===== config.mk =====
export PLATFORM = sky130hd
export DESIGN_NAME = obstacle_pool_move
export DESIGN_NICKNAME = d
export VERILOG_FILES = /design/src/rtl/obstacle_pool_move.sv
export SDC_FILE = /design/constraint.sdc
export NUM_CORES = 1
export LEC_CHECK = 0
export CAP_MARGIN = 10
export CORE_ASPECT_RATIO = 1.25
export CORE_MARGIN = 3
export CORE_UTILIZATION = 49
export CTS_CLUSTER_DIAMETER = 200
export DETAILED_ROUTE_END_ITERATION = 8
export MAX_ROUTING_LAYER = met4
export PLACE_DENSITY = 0.75
export SLEW_MARGIN = 10
export SYNTH_ARGS = -nofsm -noshare
export SYNTH_HDL_FRONTEND = slang
export SYNTH_SLANG_ARGS = --single-unit

===== constraint.sdc =====
create_clock -name clk -period 2.32 [get_ports clk]
set_clock_uncertainty 0.2 [all_clocks]
set_input_delay 0.464 -clock clk [delete_from_list [all_inputs] [get_ports clk]]
set_output_delay 0.464 -clock clk [all_outputs]
set_load 0.02 [all_outputs]

===== src/rtl/obstacle_pool_move.sv =====
// Pool of NUM_OBJ obstacle slots scrolling down the screen in fixed-point Y.
// Spawns fill the lowest free slot; a slot frees itself once it scrolls past MAX_Y.
module obstacle_pool_move #(
    parameter int NUM_OBJ    = 4,
    parameter int OBJ_H      = 128,
    parameter int MAX_Y      = 480,
    parameter int FRAC_BITS  = 6,
    parameter int SPEED_MULT = 16,
    parameter int REL_SPEED  = 2
) (
    input  logic                   clk,
    input  logic                   resetN,
    input  logic                   startOfFrame,
    input  logic [4:0]             speed,
    input  logic                   gameOver,
    input  logic                   spawn_req,
    input  logic [10:0]            spawn_x,
    output logic                   spawn_ack,
    output logic                   spawn_drop,
    output logic [2:0]             spawn_slot,
    output logic [NUM_OBJ-1:0]     obj_active,
    output logic [NUM_OBJ*11-1:0]  topLeftX,
    output logic [NUM_OBJ*11-1:0]  topLeftY,
    output logic [NUM_OBJ-1:0]     exit_pulse,
    output logic                   pool_full
);

    typedef enum logic [1:0] {
        RUN_ST = 2'd0,
        UPD_ST = 2'd1,
        LIM_ST = 2'd2
    } phase_t;

    localparam logic signed [17:0] Y_SPAWN = 18'(-(OBJ_H * (2 ** FRAC_BITS)));
    localparam logic signed [17:0] Y_LIMIT = 18'(MAX_Y);

    function automatic logic [4:0] rel_of(input logic [4:0] spd);
        if (spd > 5'(REL_SPEED)) begin
            return spd - 5'(REL_SPEED);
        end else begin
            return 5'd0;
        end
    endfunction

    phase_t                  phase_r, phase_nxt_s;
    logic signed [17:0]      y_r      [NUM_OBJ];
    logic signed [17:0]      y_nxt_s  [NUM_OBJ];
    logic [10:0]             x_nxt_s  [NUM_OBJ];
    logic [NUM_OBJ-1:0]      y_we_s;
    logic [NUM_OBJ-1:0]      act_nxt_s;
    logic [NUM_OBJ-1:0]      exit_nxt_s;
    logic [NUM_OBJ-1:0]      active_r;
    logic [NUM_OBJ-1:0]      move_mask_r;
    logic [NUM_OBJ-1:0]      exit_r;
    logic [NUM_OBJ*11-1:0]   tlx_r;
    logic [NUM_OBJ*11-1:0]   tly_r;
    logic                    ack_r;
    logic                    drop_r;
    logic [2:0]              slot_r;
    logic                    free_found_s;
    logic [2:0]              free_idx_s;
    logic                    accept_s;
    logic                    drop_s;
    logic [17:0]             inc_s;

    assign spawn_ack  = ack_r;
    assign spawn_drop = drop_r;
    assign spawn_slot = slot_r;
    assign obj_active = active_r;
    assign topLeftX   = tlx_r;
    assign topLeftY   = tly_r;
    assign exit_pulse = exit_r;
    assign pool_full  = &active_r;

    // Phase register
    always_ff @(posedge clk or negedge resetN) begin
        if (!resetN) begin
            phase_r <= RUN_ST;
        end else begin
            phase_r <= phase_nxt_s;
        end
    end

    // Phase sequencing; gameOver forces the pool back to idle
    always_comb begin
        phase_nxt_s = phase_r;
        if (gameOver) begin
            phase_nxt_s = RUN_ST;
        end else begin
            case (phase_r)
                RUN_ST:  phase_nxt_s = startOfFrame ? UPD_ST : RUN_ST;
                UPD_ST:  phase_nxt_s = LIM_ST;
                LIM_ST:  phase_nxt_s = RUN_ST;
                default: phase_nxt_s = RUN_ST;
            endcase
        end
    end

    // Lowest-index free slot and spawn decision
    always_comb begin
        free_found_s = 1'b0;
        free_idx_s   = 3'd0;
        for (int i = 0; i < NUM_OBJ; i++) begin
            if (!active_r[i] && !free_found_s) begin
                free_found_s = 1'b1;
                free_idx_s   = 3'(i);
            end else begin
                free_found_s = free_found_s;
            end
        end
        accept_s = spawn_req && !gameOver && (phase_r == RUN_ST) && free_found_s;
        drop_s   = spawn_req && !accept_s;
        inc_s    = 18'({13'd0, rel_of(speed)} * 18'(SPEED_MULT));
    end

    // Per-slot next state: clear, spawn, move, or retire past the bottom edge
    always_comb begin
        for (int i = 0; i < NUM_OBJ; i++) begin
            y_nxt_s[i]    = y_r[i];
            x_nxt_s[i]    = tlx_r[11*i +: 11];
            y_we_s[i]     = 1'b0;
            act_nxt_s[i]  = active_r[i];
            exit_nxt_s[i] = 1'b0;
            if (gameOver) begin
                act_nxt_s[i] = 1'b0;
                y_nxt_s[i]   = Y_SPAWN;
                y_we_s[i]    = 1'b1;
            end else if (accept_s && (free_idx_s == 3'(i))) begin
                act_nxt_s[i] = 1'b1;
                x_nxt_s[i]   = spawn_x;
                y_nxt_s[i]   = Y_SPAWN;
                y_we_s[i]    = 1'b1;
            end else if ((phase_r == UPD_ST) && move_mask_r[i] && active_r[i]) begin
                y_nxt_s[i] = y_r[i] + $signed(inc_s);
                y_we_s[i]  = 1'b1;
            end else if ((phase_r == LIM_ST) && active_r[i] &&
                         ((y_r[i] >>> FRAC_BITS) >= Y_LIMIT)) begin
                act_nxt_s[i]  = 1'b0;
                exit_nxt_s[i] = 1'b1;
            end else begin
                y_we_s[i] = 1'b0;
            end
        end
    end

    // Slot state registers; move_mask freezes occupancy at frame start so a same-cycle spawn is not moved
    always_ff @(posedge clk or negedge resetN) begin
        if (!resetN) begin
            for (int i = 0; i < NUM_OBJ; i++) begin
                y_r[i] <= Y_SPAWN;
            end
            active_r    <= '0;
            move_mask_r <= '0;
            exit_r      <= '0;
            tlx_r       <= '0;
            tly_r       <= '0;
            ack_r       <= 1'b0;
            drop_r      <= 1'b0;
            slot_r      <= 3'd0;
        end else begin
            for (int i = 0; i < NUM_OBJ; i++) begin
                y_r[i]             <= y_nxt_s[i];
                tlx_r[11*i +: 11]  <= x_nxt_s[i];
                if (y_we_s[i]) begin
                    tly_r[11*i +: 11] <= 11'(y_nxt_s[i] >>> FRAC_BITS);
                end
            end
            active_r <= act_nxt_s;
            exit_r   <= exit_nxt_s;
            ack_r    <= accept_s;
            drop_r   <= drop_s;
            if (accept_s) begin
                slot_r <= free_idx_s;
            end
            if ((phase_r == RUN_ST) && startOfFrame && !gameOver) begin
                move_mask_r <= active_r;
            end
        end
    end

endmodule


==> qor.yml, run 1 <==
synth_top_family_by_area: "simple AND/OR/NAND/NOR gates"
synthFlopType: "dfrtp_1"
grt_setup_unrepaired: "true"
overflow: 0
arrival_ns: 2.86
initial_utilization: 0.505
synth-xor-area-share: 0.0607
clk_pin_slew_worst_paths_ns: 0.06
powerDensity_nw_per_um2: 605
yosysMostFrequentCell: "dfrtp_1"
ir_drop_mv: 0.754
antenna_found_initial: 0
place_congestion: 0.918
wl_per_cell_um: 20.1
core_um2: 15700
dpl-instance-area_um2: 10300
cp_common_cell: "buf_6"
cp.required_ns: 2.44
syn-mean-instance-area_um2: 10.4
layout.cells.non_filler: 1235
drive_gt1_frac: 0.404
worstPathMaxFanout: 4
synth_area_leaders: "dfrtp_1 45%, mux2_2 6.8%, dfstp_2 6.6%, nand2_1 5.0%, a21oi_1 4.0%"
violations: "setup timing"
place_hpwl_um: 14600
root_buffer: "clkbuf_16"
slew_headroom: 0.569
drt_iter0_markers: 522
yosys-top-cells-count: "142 x dfrtp_1, 105 x nand2_1, 66 x nor2_1"
routed_wl_um: 24800
synth-compound-area-share: 0.116
worstMarginPinSlew_ns: 0.644
finalMaxSlewViolations: 0
clock.fmax_mhz: 365
synth_fp_nets: 804
power_leakage_uw: 0.00510
synth-simple-area-share: 0.175
area_growth_pct: 53.1
cts.path.max_buffers: 2
cp_num_buf_inv: 3
synth-edff-count: 0
synth_top_area_cell: "dfrtp_1"
vias_per_cell: 5.76
critPathLaunchType: "input pin"
yosysTopAreaCellShare: 0.448
antenna_cells: 0
end_kind: "register"
syn-cell-area_um2: 7940
seq_area_frac_synth: 0.514
synth_warnings: 0
dp_cells: 1175
rows: 51
cts_tree: "yes"
ant_nets: 0
die_area_um2: 17800
synth_seq_cells: 162
grt_max_degree: 50
synthCells: 762
worstPathCellList: "buf_8, buf_6, or3_4, nor3_2, a21o_1, buf_6, ha_4, a211oi_4, o311ai_4, nand4_1, xor2_1, a21oi_1, nand2b_1"
worst_slack_ns: -0.417
grt_pass1_vias: 6908
path_delay_family: "simple AND/OR/NAND/NOR gates"
design_area_um2: 12100
criticalPathCategory: "in -> reg"
cts.htree.levels: 4
hold_viol_final: 0
hold_path.class: "reg -> reg"
setup_violations: 84
die_h_um: 148
synthMuxAreaShare: 0.0694
crit_path_top_delay_cell: "or3_4"
async_reset_ff_frac: 1.00
status: "finished with violations"
synth_fa_ha_area_frac: 0.0331
fin_crit_ns: 2.74
cts_sinks: 162
numCtsBuffers: 17
clk_latency_ns: 0.44
ys_types: 69
globalRouteTotalUtil: 0.261
num_vias: 7118
drt_pre_antenna_iters: 7
die_w_um: 120
route.detailed.drc: 0
grt_pass1_wl_um: 35800
post-route-period-util: 1.18
slowest_delay_ns: 0.37
fin_nets: 1052
io_pins: 123
post-place-ws_ns: -1.27
cap_violations: 0
io_buffer_count: 121
## cell type report
class | instances | area (um2)
inverter | 11 | 47.5
clock buffer | 23 | 468
timing repair buffer | 267 | 2500
clock inverter | 9 | 106
fill | 959 | 3550
tap | 212 | 265
sequential | 162 | 4080
multi-input combinational | 551 | 4680
## power breakdown
part / switching, uW / leakage [uW] / internal [uW]
combinational: 733 / 0.00279 / 708
sequential: 108 / 0.00204 / 3020
clock: 1140 / 0.000273 / 1640
total: 1980 / 0.00510 / 5360
## path summary, 6_finish.rpt
check / from / end / slack, ns / cells after the start
setup / recovery: speed[1] / topLeftY[9] / -0.42 / 13
max in group asynchronous: resetN / y_r[14] / 0.91 / 3
setup reg to reg: y_r[5] / topLeftY[37] / -0.08 / 8
hold / removal: topLeftX[23] / topLeftX[23] / 0.31 / 1
min in group asynchronous: resetN / topLeftY[27] / 0.32 / 2
hold reg to reg: topLeftX[23] / topLeftX[23] / 0.31 / 1
## routing by layer
layer,GRT usage,part of all wire,vias to the layer above
li1,-,-,3170
met1,0.322,0.39,3543
met2,0.416,0.50,318
met3,0.0685,0.068,87
met4,0.101,0.044,0
met5,-,0,-
## cells in the final DEF, fill, tap and decap left out, drive strengths merged, types with 21 or more instances in the layout
cell type,netlist,final
buf,10,148
dfrtp,142,142
clkdlybuf4s50,0,113
nand2,105,105
nor2,66,66
a21oi,63,63
mux2,48,48
o21ai,33,33
xor2,29,29
xnor2,26,26
clkbuf,27,24
ha,21,21
nor3,21,21
## state kept, by name, indices dropped and copies added, names as in the netlist
name,flops
topLeftX,44
topLeftY,44
spawn_slot,2
exit_pulse,4
y_r,56
phase_r,2
obj_active,4
spawn_ack,1
move_mask_r,4
spawn_drop,1
## metrics by stage
| stage | total power (uW) | hold slack, ns | setup TNS (ns) | utilization |
|---|---|---|---|---|
| detailed placement | 4470 | 0.233 | -116.72 | 0.657 |
| CTS | 7290 | 0.293 | -14.16 | 0.736 |
| finish | 7350 | 0.308 | -17.17 | 0.774 |
| floorplan | 3760 | -0.0316 | -40.72 | - |
| global route | 7590 | 0.330 | -23.48 | 0.774 |
| global placement | 4450 | 0.230 | -114.33 | 0.657 |
## repair_timing
| action | CTS | global route |
|---|---|---|
| endpoints found under the hold margin | 35 | 0 |
| resized for setup | 121 | 107 |
| setup endpoints to repair | 107 | 100 |
| pin swaps | 97 | 87 |
| setup buffers | 20 | 12 |
| hold buffers | 1 | 0 |
## logic make-up (layout without fill, tap and decap cells)
kind of cell,after synthesis,after routing
other,1,1
flip-flops,162,162
multiplexers,49,49
XOR/XNOR,55,55
adder cells (fa/ha/maj),21,21
AND/OR/NAND/NOR,280,280
AO/OA/AOI/OAI,145,145
buffers and inverters,49,310
(Power assumes the default switching activity.)
==> inputs of run 2 (changes only) <==
Settings changed: CORE_MARGIN 3 to 8, GPL_TIMING_DRIVEN from default to 0.
==> run 2 against run 1 <==
The flow still finishes with violations (setup timing). Register-to-register slack worse by 0.23 ns. Sequential share of layout area down 0.29 points. Worst hold slack worse by 0.10 ns. Utilization down 0.80 points. Critical path type unchanged. Largest power group unchanged.
==> qor.yml, run 2 (same netlist as run 1, synthesis figures left out) <==
io_buffer_count: 120  # -0.83%
num-fill-cells: 959  # unchanged
fin_nets: 1034  # -1.7%
die_w_um: 130  # +8.3%
die_h_um: 158  # +6.7%
worstHoldStart: "spawn_req"
setup_violations: 92  # +9.5%
routed_wl_um: 26400  # +6.3%
powerDensity_nw_per_um2: 628  # +3.8%
power_leakage_uw: 0.00505  # -0.93%
place_congestion: 0.839  # -8.7%
worstPathMaxFanout: 5  # +1
design_area_um2: 12300  # +0.91%
path_delay_family: "simple AND/OR/NAND/NOR gates"
status: "finished with violations"
antenna_found_initial: 0  # unchanged
grt_max_degree: 85  # +70%
overflow: 0  # unchanged
finalMaxSlewViolations: 0  # unchanged
antenna_cells: 0  # unchanged
post-route-period-util: 1.25  # +0.0729
pwr-share-seq: 0.406  # -0.020
worstPathCellList: "buf_12, clkinvlp_4, ha_4, nor3b_4, nor2_4, buf_12, ha_4, ha_4, a31oi_4, a2bb2oi_4, buf_6, nand4b_1, nor4b_4, nor3_2"
regToRegSetupSlack_ns: -0.31  # -0.23 ns
route.detailed.drc: 0  # unchanged
numCtsBuffers: 17  # unchanged
clock.fmax_mhz: 344  # -5.8%
final_util: 0.766  # -0.00800
root_buffer: "clkbuf_16"
end_kind: "register"
cts_tree: "yes"
grt_pass1_vias: 7258  # +5.1%
ff2ff_path_depth: 8  # unchanged
layout_commonest_cell: "dfrtp_1"
reg2reg_from: "phase_r[1]"
slowest_delay_ns: 0.41  # +0.04 ns
rows: 52  # +2.0%
dpl-instance-area_um2: 9610  # -6.8%
drive_gt1_frac: 0.401  # -0.00272
hold_end: "spawn_drop"
core_um2: 16000  # +2.0%
drt_iter0_markers: 646  # +24%
globalRouteTotalUtil: 0.248  # -0.0135
ant_nets: 0  # unchanged
cp_common_cell: "ha_4"
violations: "setup timing"
num_vias: 7108  # -0.14%
criticalPathCategory: "in -> reg"
register_area_um2: 4080  # about the same
die_area_um2: 20500  # +16%
drt_pre_antenna_iters: 5  # -2
worst_slack_ns: -0.586  # -0.169 ns
reg2reg_to: "y_r[52]"
clk_pin_slew_worst_paths_ns: 0.06  # about the same
fin_crit_ns: 2.91  # +0.169 ns
cap_violations: 0  # unchanged
p_int_uw: 5680  # +6.0%
pwr-share-comb: 0.190  # -0.006
place_hpwl_um: 14400  # -1.8%
p_sw_frac: 0.261  # -0.00889
grt_pass1_wl_um: 38100  # +6.7%
p_switching_uw: 2010  # +1.3%
clk_latency_ns: 0.43  # about the same
tns_ns: -30.64  # -13.48 ns
arrival_ns: 3.01  # +0.15 ns
critPathLaunchType: "input pin"
slew_headroom: 0.495  # -0.0739
layout_common_cells: "141 x dfrtp_1, 110 x clkdlybuf4s50_1, 92 x nand2_1, 55 x buf_4, 51 x nor2_1"
hold_path.class: "in -> reg"
vias_per_cell: 5.82  # +1.0%
cp.required_ns: 2.42  # -0.02 ns
ir_drop_mv: 0.629  # -17%
clkPwrFrac: 0.404  # +0.026
multi_input_area_um2: 4860  # +3.9%
hold_depth: 2  # +1
worstMarginPinSlew_ns: 0.755  # +0.110 ns
initial_utilization: 0.496  # -0.00972
crit_path_top_delay_cell: "nor3b_4"
hold_viol_final: 0  # unchanged
cts.path.max_buffers: 2  # unchanged
largest_register_ffs: 56  # unchanged
wl_per_cell_um: 21.6  # +7.5%
top_register: "y_r"
cts_sinks: 162  # unchanged
grt_setup_unrepaired: "true"
area_growth_pct: 54.5
cp_num_buf_inv: 4  # +1
cts.htree.levels: 4  # unchanged
io_pins: 123  # unchanged
==> run 2: power groups by stage <==
stage,clock (uW),combinational [uW],sequential [uW]
floorplan,0,364,3390
global placement,0,1200,3160
detailed placement,0,1210,3170
CTS,3130,1390,3120
global route,3250,1540,3150
finish,3110,1460,3120
==> run 2: layout make-up <==
type | instances | area share
clock inverters | 10 | 0.0148
clock buffers | 22 | 0.0379
multi-input cells | 552 | 0.397
well taps | 216 | 0.0220
inverters | 11 | 0.00367
repair buffers | 215 | 0.175
plain buffers | 33 | 0.0171
flip-flops and latches | 162 | 0.333
==> run 2: through the flow <==
step	power, uW	hold slack [ns]	setup WS (ns)	std cells
2_1_floorplan	3760	-0.0316	-0.701	762
3_3_place_gp	4360	0.287	-6.08	1098
3_5_place_dp	4370	0.291	-2.01	1099
4_1_cts	7630	0.306	-0.505	1202
5_1_grt	7930	0.202	-0.672	1221
6_report	7690	0.204	-0.586	1221
==> run 2: worst max path at each step <==
stage / startpoint / end / slack [ns] / cells after the start
6_report: speed[1] / topLeftY[10] / -0.59 / 14
5_1_grt: speed[1] / topLeftY[10] / -0.67 / 14
4_1_cts: speed[1] / topLeftY[37] / -0.50 / 14
3_5_place_dp: speed[1] / topLeftY[42] / -2.01 / 14
3_3_place_gp: resetN / topLeftY[6] / -6.08 / 1
2_1_floorplan: speed[1] / topLeftY[8] / -0.70 / 12
==> run 2: what timing repair did <==
action                                  4_1_cts  5_1_grt
setup buffers                                75       26
resized for setup                           169      125
gates cloned                                  1        0
hold buffers                                  1        0
endpoints found under the setup margin      145      137
pin swaps                                    91       87
endpoints found under the hold margin        68        0
==> run 2: routing by layer <==
layer  up-vias  routed length, um  track usage  part of all wire
li1       3121                  -            -                 -
met1      3605              10200        0.277              0.39
met2       308              13300        0.400              0.50
met3        74               2090       0.0831             0.079
met4         0                816        0.104             0.031
met5         -                  0            -                 0
==> inputs of run 3 (changes only) <==
Settings changed: CORE_UTILIZATION 49 to 54, CTS_BUF_LIST from default to sky130_fd_sc_hd__clkbuf_16, GPL_TIMING_DRIVEN 0 to default, PLACE_DENSITY 0.75 to 0.78.
Clock period 2.32 ns to 2.7 ns, I/O delays scaled along.
==> run 3 against run 2 <==
The run still ends with setup timing left. Die area fell by 8.2%. Worst setup slack improved by 0.49 ns. Final area fell by 7.3%. Critical path depth rose by 2. Routed wire length fell by 9.7%. Clock power fell by 27%. Sequential power fell by 14%. Worst hold slack improved by 0.075 ns. Via count fell by 3.7%. Largest cell class unchanged. Highest routed layer unchanged.
==> qor.yml, run 3 (same netlist as run 1, synthesis figures left out) <==
place_hpwl_um: 15900  # +11%
place_congestion: 0.909  # +8.4%
worst_slack_ns: -0.0962  # +0.490 ns
clock.fmax_mhz: 358
end_kind: "register"
setup_violations: 26  # -72%
crit_path_top_delay_cell: "nor3b_4"
drive_gt1_frac: 0.326  # -0.0750
critPathLaunchType: "input pin"
cts.path.max_buffers: 2  # unchanged
reg2reg_from: "phase_r[1]"
clk_pin_slew_worst_paths_ns: 0.06  # about the same
globalRouteTotalUtil: 0.248  # about the same
grt_max_degree: 65  # -24%
hold_end: "topLeftY[23]"
finalMaxSlewViolations: 0  # unchanged
grt_pass1_vias: 7251  # -0.096%
drt_iter0_markers: 508  # -21%
die_w_um: 124  # -4.2%
regToRegSetupSlack_ns: 0.39  # +0.70 ns
hold_depth: 2  # unchanged
route.detailed.drc: 0  # unchanged
power_leakage_uw: 0.00476  # -5.8%
cts_tree: "yes"
cts.htree.levels: 4  # unchanged
violations: "setup timing"
num_vias: 6847  # -3.7%
routed_wl_um: 23800  # -9.7%
ff2ff_path_depth: 7  # -1
rows: 49  # -5.8%
io_buffer_count: 121  # +0.83%
arrival_ns: 2.90  # -0.11 ns
io_pins: 123  # unchanged
top_register: "y_r"
fin_nets: 1035  # +0.097%
power_uw: 6130  # -20%
layout_commonest_cell: "dfrtp_1"
area_growth_pct: 43.2
slew_headroom: 0.503  # +0.00854
layout_common_cells: "142 x dfrtp_1, 114 x clkdlybuf4s50_1, 110 x buf_4, 101 x nand2_1, 61 x nor2_1"
post-place-ws_ns: -1.04  # +0.973 ns
worstPathCellList: "buf_8, clkinvlp_4, ha_4, nor3b_4, buf_6, nor2_4, buf_6, buf_4, xor2_1, ha_1, nand3_1, nand2_2, o21bai_4, a21oi_1, xnor2_1, a21oi_1"
die_h_um: 152  # -4.3%
worstPathMaxFanout: 6  # +1
largest_register_ffs: 56  # unchanged
drt_pre_antenna_iters: 5  # unchanged
cp.required_ns: 2.80  # +0.38 ns
post-route-period-util: 1.04
vias_per_cell: 5.78  # -0.66%
antenna_cells: 0  # unchanged
root_buffer: "clkbuf_16"
clk_latency_ns: 0.43  # about the same
antenna_found_initial: 0  # unchanged
die_area_um2: 18900  # -8.2%
ir_drop_mv: 0.579  # -8.0%
grt_pass1_wl_um: 36700  # -3.9%
numCtsBuffers: 17  # unchanged
criticalPathCategory: "in -> reg"
core_um2: 14400  # -10%
hold_viol_final: 0  # unchanged
cap_violations: 0  # unchanged
slowest_delay_ns: 0.27  # -0.14 ns
hold_path.class: "reg -> reg"
powerDensity_nw_per_um2: 540  # -14%
fin_crit_ns: 2.80
tns_ns: -0.946  # +29.70 ns
status: "finished with violations"
worstHoldStart: "topLeftY[23]"
initial_utilization: 0.551  # +0.0550
ant_nets: 0  # unchanged
grt_setup_unrepaired: "true"
overflow: 0  # unchanged
wl_per_cell_um: 20.1  # -6.9%
worstMarginPinSlew_ns: 0.744  # -0.0106 ns
reg2reg_to: "topLeftY[8]"
cts_sinks: 162  # unchanged
==> run 3: changes by cell type in the layout (fill, tap and decap cells not counted), sizes merged <==
cell and delta:
dlygate4sd2 +1, clkinvlp +3, a41o -1, bufinv -4, buf +26, dlymetal6s2s -4
inv +3, clkdlybuf4s50 +4, clkinv +3, clkbuf -30
==> run 3: repair_timing <==
action | 4_1_cts | 5_1_grt
endpoints found under the hold margin | 48 | 0
pin swaps | 21 | 39
cloned | 0 | 0
endpoints found under the setup margin | 91 | 57
resized for setup | 52 | 62
setup buffers | 14 | 8
hold buffers | 1 | 0
==> run 3: metrics by stage <==
stage                      util  cell area [um2]  std cells  hold slack (ns)
final                     0.789            11400       1184            0.280
after global routing      0.789            11400       1184            0.308
after CTS                 0.763            11000       1176            0.286
after detailed placement  0.704            10100       1129            0.272
after global placement    0.704            10100       1129            0.262
after floorplan               -             8100        762           0.0444
==> run 3: how the worst max path moves through the flow <==
| stage | from | depth (start not counted) | end |
|---|---|---|---|
| floorplan | speed[1] | 12 | topLeftY[8] |
| global placement | speed[1] | 12 | topLeftY[18] |
| detailed placement | speed[1] | 12 | topLeftY[18] |
| CTS | speed[1] | 14 | topLeftY[8] |
| global route | speed[1] | 15 | y_r[35] |
| finish | speed[1] | 16 | topLeftY[32] |
==> run 3: area by class of cell <==
type                            count  area [um2]
Multi-Input combinational cell    551        4190
Tap cell                          178         223
Inverter                           11        47.5
Fill cell                         875        3050
Clock inverter                     15         119
Timing Repair Buffer              250        2270
Sequential cell                   162        4080
Clock buffer                       17         425
==> run 3: layer usage <==
metal	GRT usage	part of all wire	up-vias
met2	0.417	0.51	267
met5	-	0	-
met3	0.0790	0.073	68
li1	-	-	3124
met4	0.0905	0.031	0
met1	0.274	0.39	3388
==> run 3: power breakdown <==
group | internal, uW | switching (uW) | total, uW | leakage [uW]
Sequential | 2590 | 97.5 | 2690 | 0.00204
Clock | 1260 | 999 | 2260 | 0.000261
Combinational | 582 | 605 | 1190 | 0.00246
Total | 4430 | 1700 | 6130 | 0.00476
==> run 3: critical path: cells and delay by family <==
kind                     cells  cell delay, ns
AND/OR/NAND/NOR              4            0.52
buffers and inverters        5            0.63
AO/OA/AOI/OAI                3            0.42
XOR/XNOR                     2            0.35
adder cells (fa/ha/maj)      2            0.42
==> edit 1, RTL diff (settings of run 2) <==
Re-encode `phase_t` (3 values) as one-hot, 3 bits wide.
--- a/src/rtl/obstacle_pool_move.sv
+++ b/src/rtl/obstacle_pool_move.sv
@@ -26,8 +26,8 @@
 );
 
-    typedef enum logic [1:0] {
-        RUN_ST = 2'd0,
-        UPD_ST = 2'd1,
-        LIM_ST = 2'd2
+    typedef enum logic [2:0] {
+        RUN_ST = 3'b001,
+        UPD_ST = 3'b010,
+        LIM_ST = 3'b100
     } phase_t;
 
Formal check against the unedited RTL: no difference found for any inputs over 4 cycles, from zero or initial values and one cycle with resetN low; so few cycles prove little.
==> edit 1 against run 2 <==
The flow still finishes with violations (setup timing). Count of clock-buffer cells in the layout is 3 lower. Synthesized cell count fell by 0.39%. Utilization down 2.2 points. Design area shrank 2.9%. Via count decreased by 2.6%. Sequential cell count up 1. Cell count fell by 1.6%. Power up 0.45%. Wire length shrank 6.0%. Setup slack better by 0.20 ns. Synthesized area down 0.28%.
==> edit 1: results (changes against run 2) <==
### Status
- **run status** complete, but fails checks, unchanged
- **failing checks** setup timing, unchanged

### Placed design
- **placement-stage cell area** 9650 um^2, was 9610 um^2
- **quantity of I/O buffers inserted on ports** 119, was 120
- **number of placed instances with taps included** 1095, was 1099

### Global routing
- **via count of the first global-routing pass** 6844, was 7258
- **met2 global-route usage** 37.4%, was 40.0%
- **GR Util met1** 26.4%, was 27.7%

### Critical path
- **worst reg2reg startpoint** phase_r[2], was phase_r[1]
- **Max stage delay cell, worst path** sky130_fd_sc_hd__a41o_4, was sky130_fd_sc_hd__nor3b_4
- **capture point of the worst reg-to-reg path** topLeftY[43], was y_r[52]
- **Largest stage delay, worst path** 0.30 ns, was 0.41 ns
- **R2R setup slack** -0.25 ns, was -0.31 ns

### Hold path
- **critical hold path startpoint** gameOver, was spawn_req
- **endpoint of the worst hold path** phase_r[2], was spawn_drop

### Detailed routing
- **initial DRC count** 595, was 646
- **via density per instance** 5.76, was 5.82
- **detailed-route wire length** 24.8 mm, was 26.4 mm

### STA
- **Worst Hold Slack** 0.125 ns, was 0.204 ns
- **Final setup viols** 77, was 92
- **final setup slack of the worst path** -0.387 ns, was -0.586 ns
- **headroom to the max-slew limit** 59.3%, was 49.5%

### Logic synthesis
- **top post-synthesis cells by area** sky130_fd_sc_hd__dfrtp_1 45%, sky130_fd_sc_hd__dfstp_2 7.0%, sky130_fd_sc_hd__mux2_2 6.5%, was sky130_fd_sc_hd__dfrtp_1 45%, sky130_fd_sc_hd__mux2_2 6.8%, sky130_fd_sc_hd__dfstp_2 6.6%
- **sequential fraction of the synthesis area** 51.9%, was 51.4%
- **Synthesized Nets** 801, was 804
- **post-synthesis cell type count** 65, was 69
- **post-synthesis adder-cell area fraction** 3.32%, was 3.31%

### Finish
- **total of fill cells in the finished design** 1034, was 959
- **area delta synth->final** 50.5%, was 54.5%
- **number of nets in the final layout** 1015, was 1034

[edit 1: cell type report]
class | instances | share of cell area [%]
repair buffers | 198 | 16.3
clock inverters | 13 | 1.94
inverters | 9 | 0.347
plain buffers | 35 | 1.98
clock buffers | 19 | 3.72
multi-input cells | 549 | 39.0
flip-flops and latches | 163 | 34.5
well taps | 216 | 2.27
[edit 1: report_power, final]
part / internal (uW) / leakage (uW) / switching [uW]
sequential: 3030 / 0.00206 / 107
combinational: 658 / 0.00260 / 711
clock: 2050 / 0.000323 / 1170
[edit 1: worst max-delay path: cells and delay by family]
family,cells,cell delay (ns)
buffers and inverters,6,0.73
AND/OR/NAND/NOR,2,0.19
multiplexers,1,0.26
adder cells (fa/ha/maj),2,0.39
AO/OA/AOI/OAI,3,0.78
[edit 1: worst max path at each step]
| stage | cells past startpoint | to | startpoint | slack, ns |
|---|---|---|---|---|
| after floorplan | 13 | topLeftY[8] | speed[1] | -0.63 |
| after global placement | 1 | topLeftY[40] | resetN | -6.18 |
| after detailed placement | 14 | topLeftY[21] | speed[1] | -1.91 |
| after CTS | 15 | topLeftY[30] | speed[1] | -0.37 |
| after global routing | 16 | topLeftY[21] | speed[1] | -0.46 |
| final | 14 | topLeftY[37] | speed[1] | -0.39 |
[edit 1: cells by family after synthesis]
kind of cell | count (synthesis)
xor gates and xnor gates | 61
other | 1
AOI/OAI and AO/OA | 149
adders and majority gates | 21
muxes | 48
buffers and inverters | 47
and+or+nand+nor | 269
DFF | 163
[edit 1: layer usage]
metal	up-vias	wire, um
met1	3482	9650
met2	273	12400
met3	58	2060
met4	0	693
li1	3111	-
met5	-	0
[edit 1: per-stage QoR]
stage          setup slack, ns  power (uW)  setup TNS (ns)
6_report                -0.387        7730          -18.75
5_1_grt                 -0.458        7980          -23.90
4_1_cts                 -0.374        7670          -17.36
3_5_place_dp             -1.91        4350         -160.30
3_3_place_gp             -6.18        4330        -1120.42
2_1_floorplan           -0.629        3750          -34.98
[edit 1: timing repair]
item / 4_1_cts / 5_1_grt
endpoints found under the setup margin: 137 / 130
hold buffers: 1 / 0
gates resized for setup: 140 / 104
gates cloned: 0 / 1
hold endpoints to repair: 71 / 0
pin swaps: 86 / 54
buffers inserted: 46 / 30
==> edit 2, RTL diff (config.mk and constraints of run 2) <==
Made on the original files. `OBJ_H`: 128 -> 96.
--- a/src/rtl/obstacle_pool_move.sv
+++ b/src/rtl/obstacle_pool_move.sv
@@ -3,5 +3,5 @@
 module obstacle_pool_move #(
     parameter int NUM_OBJ    = 4,
-    parameter int OBJ_H      = 128,
+    parameter int OBJ_H      = 96,
     parameter int MAX_Y      = 480,
     parameter int FRAC_BITS  = 6,
Formal check against the unedited RTL: not equivalent (Yosys sat finds a counterexample within 4 cycles, from zero or initial values and one cycle with resetN low).
==> edit 2 against run 2 <==
The run still ends with setup timing left. Setup slack better by 0.14 ns. Power hardly changed. Utilization is 1.1 points lower. Count of clock-buffer cells in the layout is 2 lower. Design area is 3.7% lower. Non-clock buffer count is 21 lower. Sequential cell count stayed put. Wire length is 10% lower. Synthesized area is 1.3% lower. Cell count is 3.3% lower. Worst hold slack worse by 0.0099 ns. Maximum frequency is 5.2% higher.
==> edit 2: results (changes against run 2) <==
### Status
- **run status** complete, but fails checks, unchanged
- **failing checks** setup timing, unchanged

### Finish
- **nonclk buf count** 227, was 248
- **number of nets in the final layout** 998, was 1034
- **fraction of area in clock buffers and inverters** 5.57%, was 5.27%
- **area delta synth->final** 50.8%, was 54.5%
- **non-clock buffer area fraction after layout** 17.9%, was 19.2%
- **multi-input logic portion of the cell area** 39.4%, was 39.7%
- **share of post-route cells with drive strength above 1** 36.1%, was 40.1%

### Placed design
- **weighted congestion reported at the end of routability-driven placement** 0.810, was 0.839
- **placement-stage cell area** 9630 um^2, was 9610 um^2
- **number of placed instances with taps included** 1079, was 1099

### Pwr
- **sw frac** 26.3%, was 26.1%
- **internal power** 5670 uW, was 5680 uW
- **leakage** 0.00473 uW, was 0.00505 uW
- **share of power burned in the clock network** 40.9%, was 40.4%
- **power dissipated in sequential cells** 3130 uW, was 3120 uW

### Clock network
- **postcts setup bufs** 48, was 75
- **post-cts gate resize count** 116, was 169

### Logic synthesis
- **top post-synthesis cells by area** sky130_fd_sc_hd__dfrtp_1 44%, sky130_fd_sc_hd__dfstp_2 8.1%, sky130_fd_sc_hd__mux2_2 6.9%, was sky130_fd_sc_hd__dfrtp_1 45%, sky130_fd_sc_hd__mux2_2 6.8%, sky130_fd_sc_hd__dfstp_2 6.6%
- **xor and xnor fraction of the mapped netlist area** 5.71%, was 6.07%
- **top cell types by occurrence after synthesis** 138 x sky130_fd_sc_hd__dfrtp_1, 102 x sky130_fd_sc_hd__nand2_1, 58 x sky130_fd_sc_hd__nor2_1, 48 x sky130_fd_sc_hd__mux2_2, 47 x sky130_fd_sc_hd__a21oi_1, was 142 x sky130_fd_sc_hd__dfrtp_1, 105 x sky130_fd_sc_hd__nand2_1, 66 x sky130_fd_sc_hd__nor2_1, 63 x sky130_fd_sc_hd__a21oi_1, 48 x sky130_fd_sc_hd__mux2_2
- **post-synthesis adder-cell area fraction** 3.36%, was 3.31%
- **post-synthesis cell type count** 62, was 69

### Detailed routing
- **detail-routed net length per standard cell** 20.0 um, was 21.6 um
- **metal2 WL** 11.5 mm, was 13.3 mm
- **met1 routed wirelength after detailed routing** 9.35 mm, was 10.2 mm

### Global routing
- **via count of the first global-routing pass** 6824, was 7258
- **wire length of the first global-routing pass** 34.7 mm, was 38.1 mm
- **total routing resource utilization after global routing** 22.7%, was 24.8%

### STA
- **Final setup viols** 94, was 92
- **Setup TNS Final** -25.96 ns, was -30.64 ns
- **Worst-Margin Slew** 0.647 ns, was 0.755 ns
- **final setup slack of the worst path** -0.443 ns, was -0.586 ns

### Critical path
- **Max stage delay cell, worst path** sky130_fd_sc_hd__or4_1, was sky130_fd_sc_hd__nor3b_4

edit 2: cell count changes in the layout (fill, tap and decap cells not counted), moves of 6 or more:
cell                      before  now
sky130_fd_sc_hd__a21oi_2      31   15
sky130_fd_sc_hd__buf_4        55   46
sky130_fd_sc_hd__buf_6        39   30
sky130_fd_sc_hd__or3_1         2    8
sky130_fd_sc_hd__xnor2_1      18   11
edit 2: routing by layer:
metal | global-route usage [%] | vias up
met5 | - | -
met4 | 11.7 | 0
met3 | 7.68 | 62
met2 | 35.9 | 276
met1 | 25.1 | 3311
li1 | - | 3039
edit 2: path summary, 6_finish.rpt:
| kind | end | cells after the start | startpoint |
|---|---|---|---|
| worst min-delay path | phase_r[1] | 2 | gameOver |
| max in group asynchronous | y_r[49] | 3 | resetN |
| worst max-delay path | topLeftY[8] | 14 | speed[1] |
| worst min register to register | topLeftY[35] | 1 | topLeftY[35] |
| worst max register to register | topLeftY[20] | 7 | obj_active[1] |
| min in group asynchronous | topLeftY[40] | 2 | resetN |
